**src/rtl/mips_cpu_lsu_if.sv**
```systemverilog
// rtl/mips_cpu_lsu_if.sv - core request/response and memory bus bundle for the LSU
interface mips_cpu_lsu_if;
  logic        req_valid;
  logic        req_write;
  logic [1:0]  req_size;
  logic        req_signed;
  logic [31:0] req_address;
  logic [31:0] req_wdata;
  logic        req_ready;
  logic        resp_valid;
  logic [31:0] resp_rdata;
  logic        resp_error;
  logic        stall;
  logic [31:0] mem_address;
  logic        mem_read;
  logic        mem_write;
  logic [3:0]  mem_byteenable;
  logic [31:0] mem_writedata;
  logic [31:0] mem_readdata;
  logic        mem_waitrequest;

  // Core plus memory side: drives requests and memory responses.
  modport master (
    output req_valid, req_write, req_size, req_signed, req_address, req_wdata,
    output mem_readdata, mem_waitrequest,
    input  req_ready, resp_valid, resp_rdata, resp_error, stall,
    input  mem_address, mem_read, mem_write, mem_byteenable, mem_writedata
  );

  // The LSU itself.
  modport slave (
    input  req_valid, req_write, req_size, req_signed, req_address, req_wdata,
    input  mem_readdata, mem_waitrequest,
    output req_ready, resp_valid, resp_rdata, resp_error, stall,
    output mem_address, mem_read, mem_write, mem_byteenable, mem_writedata
  );
endinterface

```
**src/rtl/mips_cpu_lsu.sv**
```systemverilog
// rtl/mips_cpu_lsu.sv - MIPS load/store unit: alignment, lane steering, extension, timeout
module mips_cpu_lsu #(
  parameter int unsigned TIMEOUT = 255
) (
  input logic             clk,
  input logic             reset,
  mips_cpu_lsu_if.slave   bus
);

  typedef enum logic [1:0] {IDLE, ACCESS, RESP} state_t;

  localparam logic [15:0] TMO = 16'(TIMEOUT);

  state_t      state_q;
  logic [1:0]  size_q;
  logic        signed_q;
  logic [1:0]  off_q;
  logic [15:0] cnt_q;
  logic [31:0] mem_address_q;
  logic        mem_read_q;
  logic        mem_write_q;
  logic [3:0]  be_q;
  logic [31:0] wdata_q;
  logic        resp_valid_q;
  logic [31:0] resp_rdata_q;
  logic        resp_error_q;

  logic        bad_d;
  logic [3:0]  be_d;
  logic [31:0] wdata_d;
  logic [31:0] load_d;
  logic [7:0]  byte_d;
  logic [15:0] half_d;

  // Classify the incoming request and steer store data onto byte lanes.
  always_comb begin
    bad_d   = 1'b0;
    be_d    = 4'b0000;
    wdata_d = bus.req_wdata;
    case (bus.req_size)
      2'b00: begin
        be_d    = 4'b0001 << bus.req_address[1:0];
        wdata_d = {4{bus.req_wdata[7:0]}};
      end
      2'b01: begin
        bad_d   = bus.req_address[0];
        be_d    = bus.req_address[1] ? 4'b1100 : 4'b0011;
        wdata_d = {2{bus.req_wdata[15:0]}};
      end
      2'b10: begin
        bad_d = (bus.req_address[1:0] != 2'b00);
        be_d  = 4'b1111;
      end
      default: bad_d = 1'b1;
    endcase
  end

  // Pick the addressed lane(s) out of the read word and extend to 32 bits.
  always_comb begin
    case (off_q)
      2'd0:    byte_d = bus.mem_readdata[7:0];
      2'd1:    byte_d = bus.mem_readdata[15:8];
      2'd2:    byte_d = bus.mem_readdata[23:16];
      default: byte_d = bus.mem_readdata[31:24];
    endcase
    half_d = off_q[1] ? bus.mem_readdata[31:16] : bus.mem_readdata[15:0];
    case (size_q)
      2'b00:   load_d = {{24{signed_q & byte_d[7]}}, byte_d};
      2'b01:   load_d = {{16{signed_q & half_d[15]}}, half_d};
      default: load_d = bus.mem_readdata;
    endcase
  end

  // Control FSM; every bus-facing output is a register so it stays stable during waits.
  always_ff @(posedge clk) begin
    if (reset) begin
      state_q       <= IDLE;
      size_q        <= 2'b00;
      signed_q      <= 1'b0;
      off_q         <= 2'b00;
      cnt_q         <= 16'd0;
      mem_address_q <= 32'd0;
      mem_read_q    <= 1'b0;
      mem_write_q   <= 1'b0;
      be_q          <= 4'b0000;
      wdata_q       <= 32'd0;
      resp_valid_q  <= 1'b0;
      resp_rdata_q  <= 32'd0;
      resp_error_q  <= 1'b0;
    end else begin
      case (state_q)
        IDLE: begin
          if (bus.req_valid) begin
            size_q   <= bus.req_size;
            signed_q <= bus.req_signed;
            off_q    <= bus.req_address[1:0];
            if (bad_d) begin
              state_q      <= RESP;
              resp_valid_q <= 1'b1;
              resp_error_q <= 1'b1;
            end else begin
              state_q       <= ACCESS;
              cnt_q         <= 16'd0;
              mem_address_q <= {bus.req_address[31:2], 2'b00};
              mem_read_q    <= ~bus.req_write;
              mem_write_q   <= bus.req_write;
              be_q          <= be_d;
              wdata_q       <= bus.req_write ? wdata_d : 32'd0;
            end
          end
        end
        ACCESS: begin
          if (bus.mem_waitrequest && (cnt_q + 16'd1 != TMO)) begin
            cnt_q <= cnt_q + 16'd1;
          end else begin
            // Either the memory answered or the wait budget ran out.
            state_q       <= RESP;
            resp_valid_q  <= 1'b1;
            resp_error_q  <= bus.mem_waitrequest;
            resp_rdata_q  <= (!bus.mem_waitrequest && mem_read_q) ? load_d : 32'd0;
            mem_address_q <= 32'd0;
            mem_read_q    <= 1'b0;
            mem_write_q   <= 1'b0;
            be_q          <= 4'b0000;
            wdata_q       <= 32'd0;
          end
        end
        RESP: begin
          state_q      <= IDLE;
          resp_valid_q <= 1'b0;
          resp_rdata_q <= 32'd0;
          resp_error_q <= 1'b0;
        end
        default: state_q <= IDLE;
      endcase
    end
  end

  assign bus.req_ready      = (state_q == IDLE);
  assign bus.stall          = (bus.req_valid && !reset && state_q == IDLE) || (state_q == ACCESS);
  assign bus.resp_valid     = resp_valid_q;
  assign bus.resp_rdata     = resp_rdata_q;
  assign bus.resp_error     = resp_error_q;
  assign bus.mem_address    = mem_address_q;
  assign bus.mem_read       = mem_read_q;
  assign bus.mem_write      = mem_write_q;
  assign bus.mem_byteenable = be_q;
  assign bus.mem_writedata  = wdata_q;

endmodule

```
**src/flat_wrapper.sv**
```systemverilog
// flat-port wrapper written by rule: the top's interface ports become plain ports
module mips_cpu_lsu_flat 
#(
  parameter int unsigned TIMEOUT = 255
)
  (clk, reset, bus_req_valid, bus_req_write, bus_req_size, bus_req_signed, bus_req_address, bus_req_wdata, bus_mem_readdata, bus_mem_waitrequest, bus_req_ready, bus_resp_valid, bus_resp_rdata, bus_resp_error, bus_stall, bus_mem_address, bus_mem_read, bus_mem_write, bus_mem_byteenable, bus_mem_writedata);
  mips_cpu_lsu_if bus_i ();
  input logic clk;
  input logic reset;
  input wire logic [$bits(bus_i.req_valid)-1:0] bus_req_valid;
  input wire logic [$bits(bus_i.req_write)-1:0] bus_req_write;
  input wire logic [$bits(bus_i.req_size)-1:0] bus_req_size;
  input wire logic [$bits(bus_i.req_signed)-1:0] bus_req_signed;
  input wire logic [$bits(bus_i.req_address)-1:0] bus_req_address;
  input wire logic [$bits(bus_i.req_wdata)-1:0] bus_req_wdata;
  input wire logic [$bits(bus_i.mem_readdata)-1:0] bus_mem_readdata;
  input wire logic [$bits(bus_i.mem_waitrequest)-1:0] bus_mem_waitrequest;
  output wire logic [$bits(bus_i.req_ready)-1:0] bus_req_ready;
  output wire logic [$bits(bus_i.resp_valid)-1:0] bus_resp_valid;
  output wire logic [$bits(bus_i.resp_rdata)-1:0] bus_resp_rdata;
  output wire logic [$bits(bus_i.resp_error)-1:0] bus_resp_error;
  output wire logic [$bits(bus_i.stall)-1:0] bus_stall;
  output wire logic [$bits(bus_i.mem_address)-1:0] bus_mem_address;
  output wire logic [$bits(bus_i.mem_read)-1:0] bus_mem_read;
  output wire logic [$bits(bus_i.mem_write)-1:0] bus_mem_write;
  output wire logic [$bits(bus_i.mem_byteenable)-1:0] bus_mem_byteenable;
  output wire logic [$bits(bus_i.mem_writedata)-1:0] bus_mem_writedata;
  assign bus_i.req_valid = bus_req_valid;
  assign bus_i.req_write = bus_req_write;
  assign bus_i.req_size = bus_req_size;
  assign bus_i.req_signed = bus_req_signed;
  assign bus_i.req_address = bus_req_address;
  assign bus_i.req_wdata = bus_req_wdata;
  assign bus_i.mem_readdata = bus_mem_readdata;
  assign bus_i.mem_waitrequest = bus_mem_waitrequest;
  assign bus_req_ready = bus_i.req_ready;
  assign bus_resp_valid = bus_i.resp_valid;
  assign bus_resp_rdata = bus_i.resp_rdata;
  assign bus_resp_error = bus_i.resp_error;
  assign bus_stall = bus_i.stall;
  assign bus_mem_address = bus_i.mem_address;
  assign bus_mem_read = bus_i.mem_read;
  assign bus_mem_write = bus_i.mem_write;
  assign bus_mem_byteenable = bus_i.mem_byteenable;
  assign bus_mem_writedata = bus_i.mem_writedata;
  mips_cpu_lsu #(.TIMEOUT(TIMEOUT)) u_core (.clk(clk), .reset(reset), .bus(bus_i));
endmodule
```
**config.mk**
```make
export PLATFORM = sky130hd
export DESIGN_NAME = mips_cpu_lsu_flat
export DESIGN_NICKNAME = d
export VERILOG_FILES = /design/src/rtl/mips_cpu_lsu_if.sv /design/src/rtl/mips_cpu_lsu.sv /design/src/flat_wrapper.sv
export SDC_FILE = /design/constraint.sdc
export NUM_CORES = 1
export LEC_CHECK = 0
export CAP_MARGIN = 30
export CELL_PAD_IN_SITES_DETAIL_PLACEMENT = 2
export CELL_PAD_IN_SITES_GLOBAL_PLACEMENT = 2
export CORE_UTILIZATION = 28
export CTS_CLUSTER_SIZE = 10
export DETAILED_ROUTE_END_ITERATION = 10
export GPL_ROUTABILITY_DRIVEN = 0
export PLACE_DENSITY_LB_ADDON = 0.1
export SYNTH_ARGS = -nofsm -noshare
export SYNTH_HDL_FRONTEND = slang
export SYNTH_SLANG_ARGS = --single-unit
```
**constraint.sdc**
```tcl
create_clock -name clk -period 6.04 [get_ports clk]
set_clock_uncertainty 0.15 [all_clocks]
set_input_delay 0.906 -clock clk [delete_from_list [all_inputs] [get_ports clk]]
set_output_delay 0.906 -clock clk [all_outputs]
set_load 0.02 [all_outputs]
```
==> metrics.log <==
[metrics] run status: complete, no violations
[metrics] number of maximum-capacitance violations: 0
[metrics] cts hold-fix bufs: 0
[metrics] sequential cell area fraction in the yosys report: 39.1%
[metrics] setup repair after global routing missed its margin: no
[metrics] clock sink count: 125
[metrics] share of flip-flops with an asynchronous set or reset: 0%
[metrics] netlist area before placement: between 6000 and 7000 um2
[metrics] classification of the worst setup path: in2reg
[metrics] sum of internal, switching and leakage power: 2.47 mW
[metrics] post-synthesis share of cell area spent on xor and xnor gates: 0.411%
[metrics] kind of end point of the critical path: flip-flop
[metrics] startpoint kind of the worst setup timing path: primary input
[metrics] actual transition at the worst max-transition pin: just over 1000 ps
[metrics] Post-synth top cells: sky130_fd_sc_hd__dfxtp_1 (125), sky130_fd_sc_hd__nand2_1 (104), sky130_fd_sc_hd__o21ai_0 (79)
[metrics] count of warnings emitted by yosys: 0
[metrics] largest family of logic cells by synthesized area: compound AO/OA/AOI/OAI gates
[metrics] layout cells sized above 1: 7.85%
[metrics] count of cells resized by post-cts repair: 0
[metrics] dpl cells: 1200
[metrics] worst reg2reg path startpoint: u_core.cnt_q[1]$_SDFFE_PP0P_
[metrics] total congestion overflow: 0
[metrics] post-synthesis compound-gate area fraction: 20.8%
[metrics] final critical delay including setup and external delays: 3920 ps
[metrics] antenna violations before repair: 1
[metrics] reg-to-reg endpoint: u_core.bus.resp_rdata[5]$_SDFFE_PP0P_
[metrics] port bufs: roughly 210
[metrics] number of enable-type register cells in the synthesized netlist: 0
[metrics] total iterations of the first detailed-routing run: 4
[metrics] multiplexer share of the synthesized area: ~14%
[metrics] Peak VDD IR: 0.189 mV
[metrics] Yosys reg bits: about 130
[metrics] min-delay src: u_core.bus.mem_writedata[25]$_SDFFE_PP0P_
[metrics] fraction of the mapped netlist area in adder cells: 0.978%
[metrics] cell taking the most area after synthesis: sky130_fd_sc_hd__dfxtp_1
[metrics] number of buffers inserted during clock tree synthesis: 17
[metrics] class of the worst hold path: reg2reg
[metrics] DRT Wirelength: 24400 um
[metrics] Power Dens Cells: about 270 nW/um2
[metrics] average vias per placed instance: between 5 and 6
[metrics] Final HPWL DP: 17400 um
[metrics] die width: 153 um
[metrics] buffers from clock root to sink, at most: 2
[metrics] worst relative slew slack: 31.7%
[metrics] TritonCTS clock tree: done
[metrics] area added between synthesis and finish: 45.7%
[metrics] WHS Endpoint: u_core.bus.mem_writedata[25]$_SDFFE_PP0P_
[metrics] Data arrival, critical path: roughly 4100 ps
[metrics] simple logic cell fraction of the synthesized area: 19.5%
[metrics] global-route wire length before repair: 39000 um
[metrics] Max Clock Freq: 255 MHz
[metrics] critical path data required time: slightly above 6000 ps
[metrics] fraction of post-synthesis cell area in the top cell type by area: 39.1%
[metrics] Sum Neg Setup Slack: 0 ps
[metrics] Clock Latency Late Sink: 420 ps
[metrics] number of global-route vias before repair: 7009
[metrics] detailed-route via count: 6365
[metrics] Max H-tree Level: 4
[metrics] Synth Flop Type: sky130_fd_sc_hd__dfxtp_1
[metrics] post-route fraction of the period consumed by the critical path: 64.9%
[metrics] diode insertion count for antenna repair: 0
[metrics] Final Max Tran Viols: 0
[metrics] clk root buf: sky130_fd_sc_hd__clkbuf_16
[metrics] hold path cells: 1
[metrics] Worst Reg-to-Reg Cells: 8
[metrics] number of nets in the final layout: 1051
[metrics] routed length per instance: 19.8 um
[metrics] top post-synthesis cells by area: sky130_fd_sc_hd__dfxtp_1 (39%), sky130_fd_sc_hd__mux2i_1 (10%), sky130_fd_sc_hd__o21ai_0 (6.2%)
[metrics] highest net fanout along the worst path: 15
[metrics] LEAKAGE: 3.44 nW
[metrics] die footprint: around 23000 um2
[metrics] setup repair bufs after CTS: 0
[metrics] cell row count: 54
[metrics] reg-to-reg slack, setup: 2880 ps
[metrics] Mean Syn Cell Area: 8.32 um2
[metrics] pin count of the biggest net entering global routing: 75
[metrics] initial standard-cell utilization of the core: 29.0%
[metrics] GRT Util Overall: 21.1%
[metrics] die extent in y: 153 um
[metrics] Final Hold Fails: 0
[metrics] post-synthesis instance total: about 770
[metrics] I/O pins: 210
[metrics] Unique masters post-synth: 62
[metrics] Post-route DRC: 0
[metrics] number of DRC markers after the initial detailed-route iteration: 183
[metrics] Core Area: 22100 um2
[metrics] number of failing setup endpoints in the final timing report: 0
[metrics] Detail Route Antenna Nets: 0
[metrics] Post-Layout Cell Count: 1235
[metrics] most instantiated library cell after synthesis: sky130_fd_sc_hd__dfxtp_1
[metrics] clock-pin slew reported for the worst setup and hold paths after clock tree synthesis: around 60 ps
registers in the layout (all words and copies together) (netlist names):
| signal | flops |
|---|---|
| u_core.off_q | 2 |
| u_core.signed_q | 1 |
| u_core.bus.mem_write | 1 |
| u_core.bus.mem_byteenable | 4 |
| u_core.bus.resp_error | 1 |
| u_core.bus.resp_valid | 1 |
| u_core.bus.mem_read | 1 |
| u_core.bus.mem_address | 30 |
| u_core.bus.resp_rdata | 32 |
| u_core.cnt_q | 16 |
| u_core.state_q | 2 |
| u_core.size_q | 2 |
| u_core.bus.mem_writedata | 32 |
area by class of cell:
cell class / count / area [um2]
fill: 2439 / 12800
multi-input combinational: 564 / 3580
sequential: 125 / 2500
timing repair buffer: 217 / 2180
clock buffer: 18 / 429
tap: 280 / 350
clock inverter: 14 / 206
inverter: 17 / 63.8
worst max-delay path, cell delays in order:
cell                              delay, ps
sky130_fd_sc_hd__clkdlybuf4s50_1        860
sky130_fd_sc_hd__o31ai_1                840
sky130_fd_sc_hd__a31o_2                 460
sky130_fd_sc_hd__nand2_1                310
sky130_fd_sc_hd__nor2_1                 230
sky130_fd_sc_hd__a31oi_1                130
sky130_fd_sc_hd__a311oi_1               330
worst max-delay path by stage:
stage	from	to	slack, ps	cells after the start
detailed placement	bus_mem_waitrequest	u_core.bus.resp_rdata[30]$_SDFFE_PP0P_	1660	5
global route	bus_req_size[0]	u_core.cnt_q[12]$_SDFFE_PP0P_	1880	7
floorplan	bus_req_valid	bus_stall	3140	3
global placement	bus_req_size[0]	u_core.bus.mem_address[8]$_SDFFE_PP0P_	1790	6
CTS	bus_mem_waitrequest	u_core.bus.resp_rdata[30]$_SDFFE_PP0P_	2130	5
finish	bus_req_size[0]	u_core.cnt_q[12]$_SDFFE_PP0P_	2120	7
layer usage:
layer / up-vias / share of wire (%) / track usage, %
li1: 3060 / - / -
met1: 3141 / 43 / 25.1
met2: 144 / 50 / 36.8
met3: 18 / 6.1 / 6.95
met4: 2 / 0.89 / 4.38
met5: - / 0.049 / 0
layout by cell type, fill, tap and decap left out, types with 4 or more instances in the layout:
cell	synthesis	layout
sky130_fd_sc_hd__nand3_1	10	10
sky130_fd_sc_hd__o22ai_1	8	8
sky130_fd_sc_hd__nand4_1	6	6
sky130_fd_sc_hd__nand2b_1	52	52
sky130_fd_sc_hd__inv_1	17	17
sky130_fd_sc_hd__nor2_1	31	30
sky130_fd_sc_hd__dfxtp_1	125	125
sky130_fd_sc_hd__bufinv_16	0	4
sky130_fd_sc_hd__o2bb2ai_1	10	10
sky130_fd_sc_hd__a21o_1	4	4
sky130_fd_sc_hd__mux2_4	4	4
sky130_fd_sc_hd__nor2b_1	12	12
sky130_fd_sc_hd__or3_1	4	4
sky130_fd_sc_hd__buf_4	4	9
sky130_fd_sc_hd__clkbuf_16	0	17
sky130_fd_sc_hd__o21ai_0	79	79
sky130_fd_sc_hd__clkdlybuf4s50_1	0	206
sky130_fd_sc_hd__ha_1	5	5
sky130_fd_sc_hd__nor3_1	8	8
sky130_fd_sc_hd__mux2i_1	64	64
sky130_fd_sc_hd__nand2_1	104	104
sky130_fd_sc_hd__inv_6	0	4
sky130_fd_sc_hd__a31oi_1	10	9
sky130_fd_sc_hd__mux2_2	14	14
sky130_fd_sc_hd__a221o_1	7	7
sky130_fd_sc_hd__a21oi_1	76	76
stage by stage:
step / worst slack (ps) / hold slack (ps) / utilization (%) / instance area [um2]
after floorplan: 3140 / 300 / - / 6400
after global placement: 1790 / 298 / 39.0 / 8610
after detailed placement: 1660 / 302 / 39.1 / 8640
after CTS: 2130 / 322 / 42.0 / 9280
after global routing: 1880 / 333 / 42.2 / 9320
final: 2120 / 321 / 42.2 / 9320
cell families (layout without fill, tap and decap cells):
group                    count (synthesis)  count (layout)
multiplexers                            83              83
XOR/XNOR                                 3               3
adder cells (fa/ha/maj)                  5               5
flip-flops                             125             125
AND/OR/NAND/NOR                        248             248
buffers and inverters                   81             266
AO/OA/AOI/OAI                          223             223
other                                    1               2
power by group:
group | internal, mW | switching [mW] | total (mW) | leakage, nW
Combinational | 0.208 | 0.248 | 0.456 | 2.12
Sequential | 0.858 | 0.0268 | 0.885 | 1.01
Clock | 0.700 | 0.429 | 1.13 | 0.300
Note: power is estimated with default switching activity, not from simulation.
